### config.mk
export PLATFORM = sky130hd
export DESIGN_NAME = audio_attenuation_matrix
export DESIGN_NICKNAME = d
export VERILOG_FILES = /design/src/rtl/audio_attenuation_matrix.sv
export SDC_FILE = /design/constraint.sdc
export NUM_CORES = 1
export LEC_CHECK = 0
export ABC_AREA = 1
export BUFFER_PORTS_ARGS = -buffer_cell sky130_fd_sc_hd__buf_2
export CORE_ASPECT_RATIO = 0.75
export CORE_MARGIN = 2
export CORE_UTILIZATION = 63
export CTS_CLUSTER_DIAMETER = 120
export CTS_CLUSTER_SIZE = 12
export DETAILED_ROUTE_END_ITERATION = 8
export PLACE_DENSITY = 0.79
export SLEW_MARGIN = 0
export SYNTH_ARGS = -nofsm -noshare
export SYNTH_HDL_FRONTEND = slang
export SYNTH_SLANG_ARGS = --single-unit
export TNS_END_PERCENT = 20
### constraint.sdc
create_clock -name clk -period 12.65 [get_ports clk]
set_input_delay 0.6325 -clock clk [delete_from_list [all_inputs] [get_ports clk]]
set_output_delay 0.6325 -clock clk [all_outputs]
set_load 0.02 [all_outputs]
### src/rtl/audio_attenuation_matrix.sv
// N-channel audio attenuation/mixing matrix with serially loaded gains and a shared time-multiplexed MAC.
// Optional build macro VOLUME_RAMP_EN: per-frame slewing of active gains toward their loaded targets.
module audio_attenuation_matrix #(
    parameter int CHANNELS  = 2,
    parameter int SAMPLE_W  = 16,
    parameter int FACTOR_W  = 8,
    parameter int RAMP_STEP = 16
) (
    input  logic                         clk,
    input  logic                         reset_n,
    input  logic                         datadac,
    input  logic                         clkdac,
    input  logic [CHANNELS-1:0]          csdac_n,
    input  logic                         kill,
    input  logic                         in_valid,
    input  logic [CHANNELS*SAMPLE_W-1:0] audio_in,
    output logic [CHANNELS*SAMPLE_W-1:0] audio_out,
    output logic                         out_valid,
    output logic                         busy,
    output logic                         overrun
);

    localparam int IDX_W  = (CHANNELS > 1) ? $clog2(CHANNELS) : 1;
    localparam int SR_W   = IDX_W + FACTOR_W;
    localparam int PROD_W = SAMPLE_W + FACTOR_W + 1;
    localparam int ACC_W  = PROD_W + IDX_W;

    typedef logic [FACTOR_W-1:0] gain_t;
    typedef logic signed [SAMPLE_W-1:0] sample_t;
    typedef enum logic {ST_IDLE, ST_MAC} state_t;

    localparam gain_t UNITY = '1;
    localparam logic [IDX_W-1:0] LAST_IDX = IDX_W'(CHANNELS - 1);
    localparam logic signed [ACC_W-1:0] POS_LIM = {{(ACC_W-SAMPLE_W+1){1'b0}}, {(SAMPLE_W-1){1'b1}}};
    localparam logic signed [ACC_W-1:0] NEG_LIM = -POS_LIM;

    // ------------------------------------------------------------------
    // Control bus synchronisers and edge detection
    // ------------------------------------------------------------------
    logic                dat_meta_q, dat_sync_q;
    logic                clk_meta_q, clk_sync_q, clk_prev_q;
    logic [CHANNELS-1:0] cs_meta_q, cs_sync_q, cs_prev_q;
    logic                clkdac_rise;
    logic [CHANNELS-1:0] cs_fall;

    // NOTE: sequential state uses non-blocking assignments only, so every flop samples pre-edge values.
    always_ff @(posedge clk or negedge reset_n) begin
        if (!reset_n) begin
            dat_meta_q <= 1'b0;
            dat_sync_q <= 1'b0;
            clk_meta_q <= 1'b0;
            clk_sync_q <= 1'b0;
            clk_prev_q <= 1'b0;
            cs_meta_q  <= '1;
            cs_sync_q  <= '1;
            cs_prev_q  <= '1;
        end else begin
            dat_meta_q <= datadac;
            dat_sync_q <= dat_meta_q;
            clk_meta_q <= clkdac;
            clk_sync_q <= clk_meta_q;
            clk_prev_q <= clk_sync_q;
            cs_meta_q  <= csdac_n;
            cs_sync_q  <= cs_meta_q;
            cs_prev_q  <= cs_sync_q;
        end
    end

    assign clkdac_rise = clk_sync_q & ~clk_prev_q;
    assign cs_fall     = cs_prev_q & ~cs_sync_q;

    // ------------------------------------------------------------------
    // Gain shift register and target gain matrix
    // ------------------------------------------------------------------
    logic [SR_W-1:0]  sr_q;
    logic [IDX_W-1:0] wr_idx;
    gain_t            wr_gain;
    gain_t            target_q [CHANNELS][CHANNELS];

    always_ff @(posedge clk or negedge reset_n) begin
        if (!reset_n) begin
            sr_q <= '0;
        end else if (clkdac_rise) begin
            sr_q <= {sr_q[SR_W-2:0], dat_sync_q};
        end
    end

    assign wr_idx  = sr_q[SR_W-1:FACTOR_W];
    assign wr_gain = sr_q[FACTOR_W-1:0];

    // NOTE: the gain matrix is a small flop array, not RAM, and must come out of reset as identity.
    always_ff @(posedge clk or negedge reset_n) begin
        if (!reset_n) begin
            for (int o = 0; o < CHANNELS; o++)
                for (int i = 0; i < CHANNELS; i++)
                    target_q[o][i] <= (o == i) ? UNITY : '0;
        end else begin
            // A shift on the same cycle as a strobe lands after this write, so the row gets the old word.
            for (int o = 0; o < CHANNELS; o++)
                if (cs_fall[o] && int'(wr_idx) < CHANNELS)
                    target_q[o][wr_idx] <= wr_gain;
        end
    end

    // ------------------------------------------------------------------
    // Frame control and MAC datapath
    // ------------------------------------------------------------------
    state_t                    state_q;
    logic [IDX_W-1:0]          o_q, i_q;
    logic signed [ACC_W-1:0]   acc_q;
    sample_t                   samp_q [CHANNELS];
    sample_t                   out_q  [CHANNELS];
    logic                      out_valid_q, overrun_q;
    logic                      accept;

    gain_t                     mac_gain;
    logic signed [PROD_W-1:0]  gain_ext, samp_ext, mac_prod;
    logic signed [ACC_W-1:0]   mac_sum, mac_shift;
    sample_t                   mac_result;

    assign accept = in_valid && (state_q == ST_IDLE);

`ifdef VOLUME_RAMP_EN
    localparam logic [FACTOR_W:0] STEP_X = (FACTOR_W+1)'(RAMP_STEP);

    gain_t active_q [CHANNELS][CHANNELS];

    function automatic gain_t ramp_toward(input gain_t cur, input gain_t tgt);
        logic [FACTOR_W:0] cur_x, tgt_x;
        cur_x       = {1'b0, cur};
        tgt_x       = {1'b0, tgt};
        ramp_toward = tgt;
        if (cur_x + STEP_X < tgt_x)
            ramp_toward = cur + STEP_X[FACTOR_W-1:0];
        else if (tgt_x + STEP_X < cur_x)
            ramp_toward = cur - STEP_X[FACTOR_W-1:0];
    endfunction

    // Active gains move once per accepted frame, before that frame's first product.
    always_ff @(posedge clk or negedge reset_n) begin
        if (!reset_n) begin
            for (int o = 0; o < CHANNELS; o++)
                for (int i = 0; i < CHANNELS; i++)
                    active_q[o][i] <= (o == i) ? UNITY : '0;
        end else if (accept) begin
            for (int o = 0; o < CHANNELS; o++)
                for (int i = 0; i < CHANNELS; i++)
                    active_q[o][i] <= ramp_toward(active_q[o][i], target_q[o][i]);
        end
    end

    assign mac_gain = active_q[o_q][i_q];
`else
    logic ramp_step_unused;
    assign ramp_step_unused = (RAMP_STEP != 0);
    assign mac_gain         = target_q[o_q][i_q];
`endif

    // NOTE: every always_comb output gets a default first, which rules out latches on any path.
    always_comb begin
        gain_ext   = PROD_W'($signed({1'b0, mac_gain}));
        samp_ext   = PROD_W'(samp_q[i_q]);
        mac_prod   = gain_ext * samp_ext;
        mac_sum    = acc_q + ACC_W'(mac_prod);
        mac_shift  = mac_sum >>> FACTOR_W;
        mac_result = mac_shift[SAMPLE_W-1:0];
        if (mac_shift > POS_LIM)
            mac_result = POS_LIM[SAMPLE_W-1:0];
        else if (mac_shift < NEG_LIM)
            mac_result = NEG_LIM[SAMPLE_W-1:0];
    end

    always_ff @(posedge clk or negedge reset_n) begin
        if (!reset_n) begin
            state_q     <= ST_IDLE;
            o_q         <= '0;
            i_q         <= '0;
            acc_q       <= '0;
            out_valid_q <= 1'b0;
            overrun_q   <= 1'b0;
            for (int c = 0; c < CHANNELS; c++) begin
                samp_q[c] <= '0;
                out_q[c]  <= '0;
            end
        end else begin
            out_valid_q <= 1'b0;
            overrun_q   <= in_valid && (state_q == ST_MAC);
            case (state_q)
                ST_IDLE: begin
                    if (in_valid) begin
                        for (int c = 0; c < CHANNELS; c++)
                            samp_q[c] <= audio_in[c*SAMPLE_W +: SAMPLE_W];
                        acc_q   <= '0;
                        o_q     <= '0;
                        i_q     <= '0;
                        state_q <= ST_MAC;
                    end
                end
                ST_MAC: begin
                    if (i_q == LAST_IDX) begin
                        out_q[o_q] <= kill ? '0 : mac_result;
                        acc_q      <= '0;
                        i_q        <= '0;
                        if (o_q == LAST_IDX) begin
                            state_q     <= ST_IDLE;
                            out_valid_q <= 1'b1;
                        end else begin
                            o_q <= o_q + IDX_W'(1);
                        end
                    end else begin
                        acc_q <= mac_sum;
                        i_q   <= i_q + IDX_W'(1);
                    end
                end
                default: state_q <= ST_IDLE;
            endcase
        end
    end

    always_comb begin
        audio_out = '0;
        for (int c = 0; c < CHANNELS; c++)
            audio_out[c*SAMPLE_W +: SAMPLE_W] = out_q[c];
    end

    assign out_valid = out_valid_q;
    assign overrun   = overrun_q;
    assign busy      = (state_q == ST_MAC);

endmodule

==> metrics <==
DRC Markers 0; final hold violation count 0; RD Place Congestion around 1.0; Crit path arrival time 8.28 ns; Avg Cell Area, Syn 8.222 um2; hold_buf cts 0; Setup crit start kind flip-flop; clock skew approximately 0.010 ns; syn_nets 1654; Die Width 161.8 um; fin nets between 1500 and 2000; post-cts resize count 0; Tot GR Track Use 30.76%; launch point of the worst path i_q; routed wire length 27900 um; Die Span Y about 120 um; maxcap violations 0; slew margin rel. between 15 and 20%; status complete, no violations; H-tree levels 4; GRT Max-Usage Layer met2; final setup margin 4.697 ns; clock sinks 147; drt first pass iters 6; Yosys cell types 40; worst slew pin tran between 1 and 1.5 ns; Period minus WS final 7.953 ns; worst slack after detailed placement a little under 5 ns; Clock Root Buffer clkbuf_16; share of layout cells above drive strength 1 between 10% and 20%; number of fill cells about 1400; number of diodes 0; initial DRC count approximately 880; core outline area 18400 um2; crit share post-route 62.87%; GR Overflow Total 0; Slew Viols, Final 0; CP Capture Type flip-flop; cells after synthesis 1431; clock tree buffer depth 2; Setup Buffers After CTS 0; synthesis-to-layout area growth 10.23%; Crit Path Max Fanout 29; number of port buffers 74; CTS Buf Count 17; antenna viol nets, final 0; Highest Clock Rate roughly 130 MHz; Synth Cell Area about 12000 um2; number of synthesis warnings 0; #FFs+latches synth 147; Vias per Instance 5.417; num rows 43; Seq/Total Area, Yosys 31.50%; first-pass GRT wire length 47200 um; M3 GR Usage 7.773%; CTS clock-pin slew for the worst setup and hold paths 0.07 ns; Post-synth EDFFs 0; Wirelength per Cell 15.91 um; Clock Latency Late Sink approximately 0.44 ns; fraction of registers with async set/reset 100.0%; IO Count 75; main flop type after synthesis dfrtp_1; DR vias 9496; Critical R2R Launch i_q; min-delay worst type in2async; setup violators final 0; HPWL Detailed 20960 um; RSZ-0062 raised after global routing false; Initial Util 63.94%; DIE AREA ~20000 um2; met1 Use GR 43.53%; sum of negative setup slack 0 ns; largest net degree at the start of global routing 77; met2 Use GR 47.21%; CTS tree built; Req. time, crit path 12.98 ns; number of global-route vias before repair 9592; crit path kind reg2reg; initial antenna violation count 0
[worst max-delay path, stage by stage (launching register included)]
cell	delay [ns]
dfrtp_1	1.00
inv_1	0.61
or2_2	0.44
o21ai_1	0.42
nor2_1	0.21
inv_1	0.12
fa_1	0.56
fa_1	0.71
inv_1	0.09
fa_1	0.48
inv_1	0.05
fa_1	0.46
fa_1	0.49
inv_1	0.05
ha_1	0.36
nand2_1	0.16
nor2_1	0.06
nor2_1	0.13
o21ai_0	0.10
a21oi_1	0.18
xor2_1	0.39
nor2_1	0.10
nand2_1	0.09
nand2_2	0.19
nand2_1	0.11
nand2_1	0.10
nand3_1	0.09
nand2_1	0.07
[cell type report]
cell class	count	area, um2	share of cell area [%]
multi-input combinational	957	6823	52.61
sequential	147	3706	28.58
inverter	291	1092	8.423
clock buffer	17	425.4	3.280
timing repair buffer	79	414.1	3.193
tap	247	309.0	2.383
clock inverter	15	198.9	1.534
[Yosys cell counts, types with 2 or more instances]
| library cell | count | area [um2] |
|---|---|---|
| nand2_1 | 398 | 1494 |
| inv_1 | 288 | 1081 |
| dfrtp_1 | 125 | 3128 |
| fa_1 | 125 | 2502 |
| nor2_1 | 112 | 420.4 |
| nand3_1 | 69 | 345.3 |
| o21ai_0 | 63 | 315.3 |
| ha_1 | 58 | 725.7 |
| clkbuf_1 | 32 | 120.1 |
| mux2_2 | 30 | 337.8 |
| a21oi_1 | 26 | 130.1 |
| dfstp_2 | 22 | 578.1 |
| or2_2 | 15 | 93.84 |
| o22ai_1 | 9 | 56.30 |
| o21ai_1 | 5 | 25.02 |
| xor2_1 | 5 | 43.79 |
| nor3_1 | 4 | 20.02 |
| xnor2_1 | 4 | 35.03 |
| a32o_1 | 3 | 30.03 |
| and2_1 | 3 | 18.77 |
| nand2_2 | 3 | 18.77 |
| nand4_1 | 3 | 18.77 |
| nor2_2 | 3 | 18.77 |
| a22o_1 | 2 | 17.52 |
| buf_1 | 2 | 7.510 |
| inv_2 | 2 | 7.510 |
| mux2i_1 | 2 | 20.02 |
| nand3b_1 | 2 | 15.01 |
| o211ai_1 | 2 | 15.01 |
| o32ai_1 | 2 | 17.52 |
| or2_1 | 2 | 12.51 |
| xor2_2 | 2 | 32.53 |
[sequential cells by signal, summed over array words and instances, names as in the netlist, 2 cells and up]
name and count:
samp_q 32, cs_meta_q 2, cs_prev_q 2, acc_q 26, cs_sync_q 2, target_q 32, audio_out 32, sr_q 9
[cell usage in the layout (no fill, tap or decap), drive strengths merged]
cell / n
nor3: 5
a22o: 2
dfrtp: 125
o211ai: 2
nand4: 3
or2: 17
buf: 79
dfstp: 22
fa: 125
nor2: 115
ha: 58
a21boi: 1
nand2: 401
o31ai: 1
o21bai: 1
inv: 297
o32ai: 2
nand3b: 2
clkbuf: 17
mux2i: 2
a21oi: 26
xor2: 7
xnor2: 4
o21ai: 68
a32o: 3
mux2: 30
o22ai: 9
clkinv: 9
and2: 3
nand3: 70
[logic make-up (layout without fill, tap and decap cells)]
family                   Yosys count  in the layout  share of synthesized area [%]
AO/OA/AOI/OAI                    115            115                          5.349
XOR/XNOR                          11             11                         0.9464
adder cells (fa/ha/maj)          183            183                          27.44
buffers and inverters            327            402                          10.51
flip-flops                       147            147                          31.50
multiplexers                      32             32                          3.042
AND/OR/NAND/NOR                  616            616                          21.22
[through the flow]
stage	util, %	instances	hold slack [ns]	cell area (um2)
CTS	70.48	1753	0.2236	12970
finish	70.48	1753	0.1824	12970
global route	70.48	1753	0.2452	12970
detailed placement	67.09	1721	0.3373	12340
floorplan	-	1431	0.3312	11770
global placement	67.09	1721	0.3347	12340
[path summary, 6_finish.rpt]
kind                                  to  cells after the start  slack [ns]
setup / recovery           audio_out[24]                     27        4.70
setup reg to reg           audio_out[24]                     27        4.70
max in group asynchronous  audio_out[11]                      2       11.06
hold / removal                samp_q[22]                      1        0.18
min in group clk            cs_meta_q[1]                      1        0.28
hold reg to reg               clk_sync_q                      0        0.35
[layer usage]
metal | vias up | routed length [um]
met5 | - | 0
met1 | 4576 | 12240
li1 | 4445 | -
met3 | 75 | 2448
met2 | 400 | 12550
met4 | 0 | 669
Power is left out: the tool's default activity adds up to more than one toggle a clock period on the data nets, which glitch-free logic cannot reach.
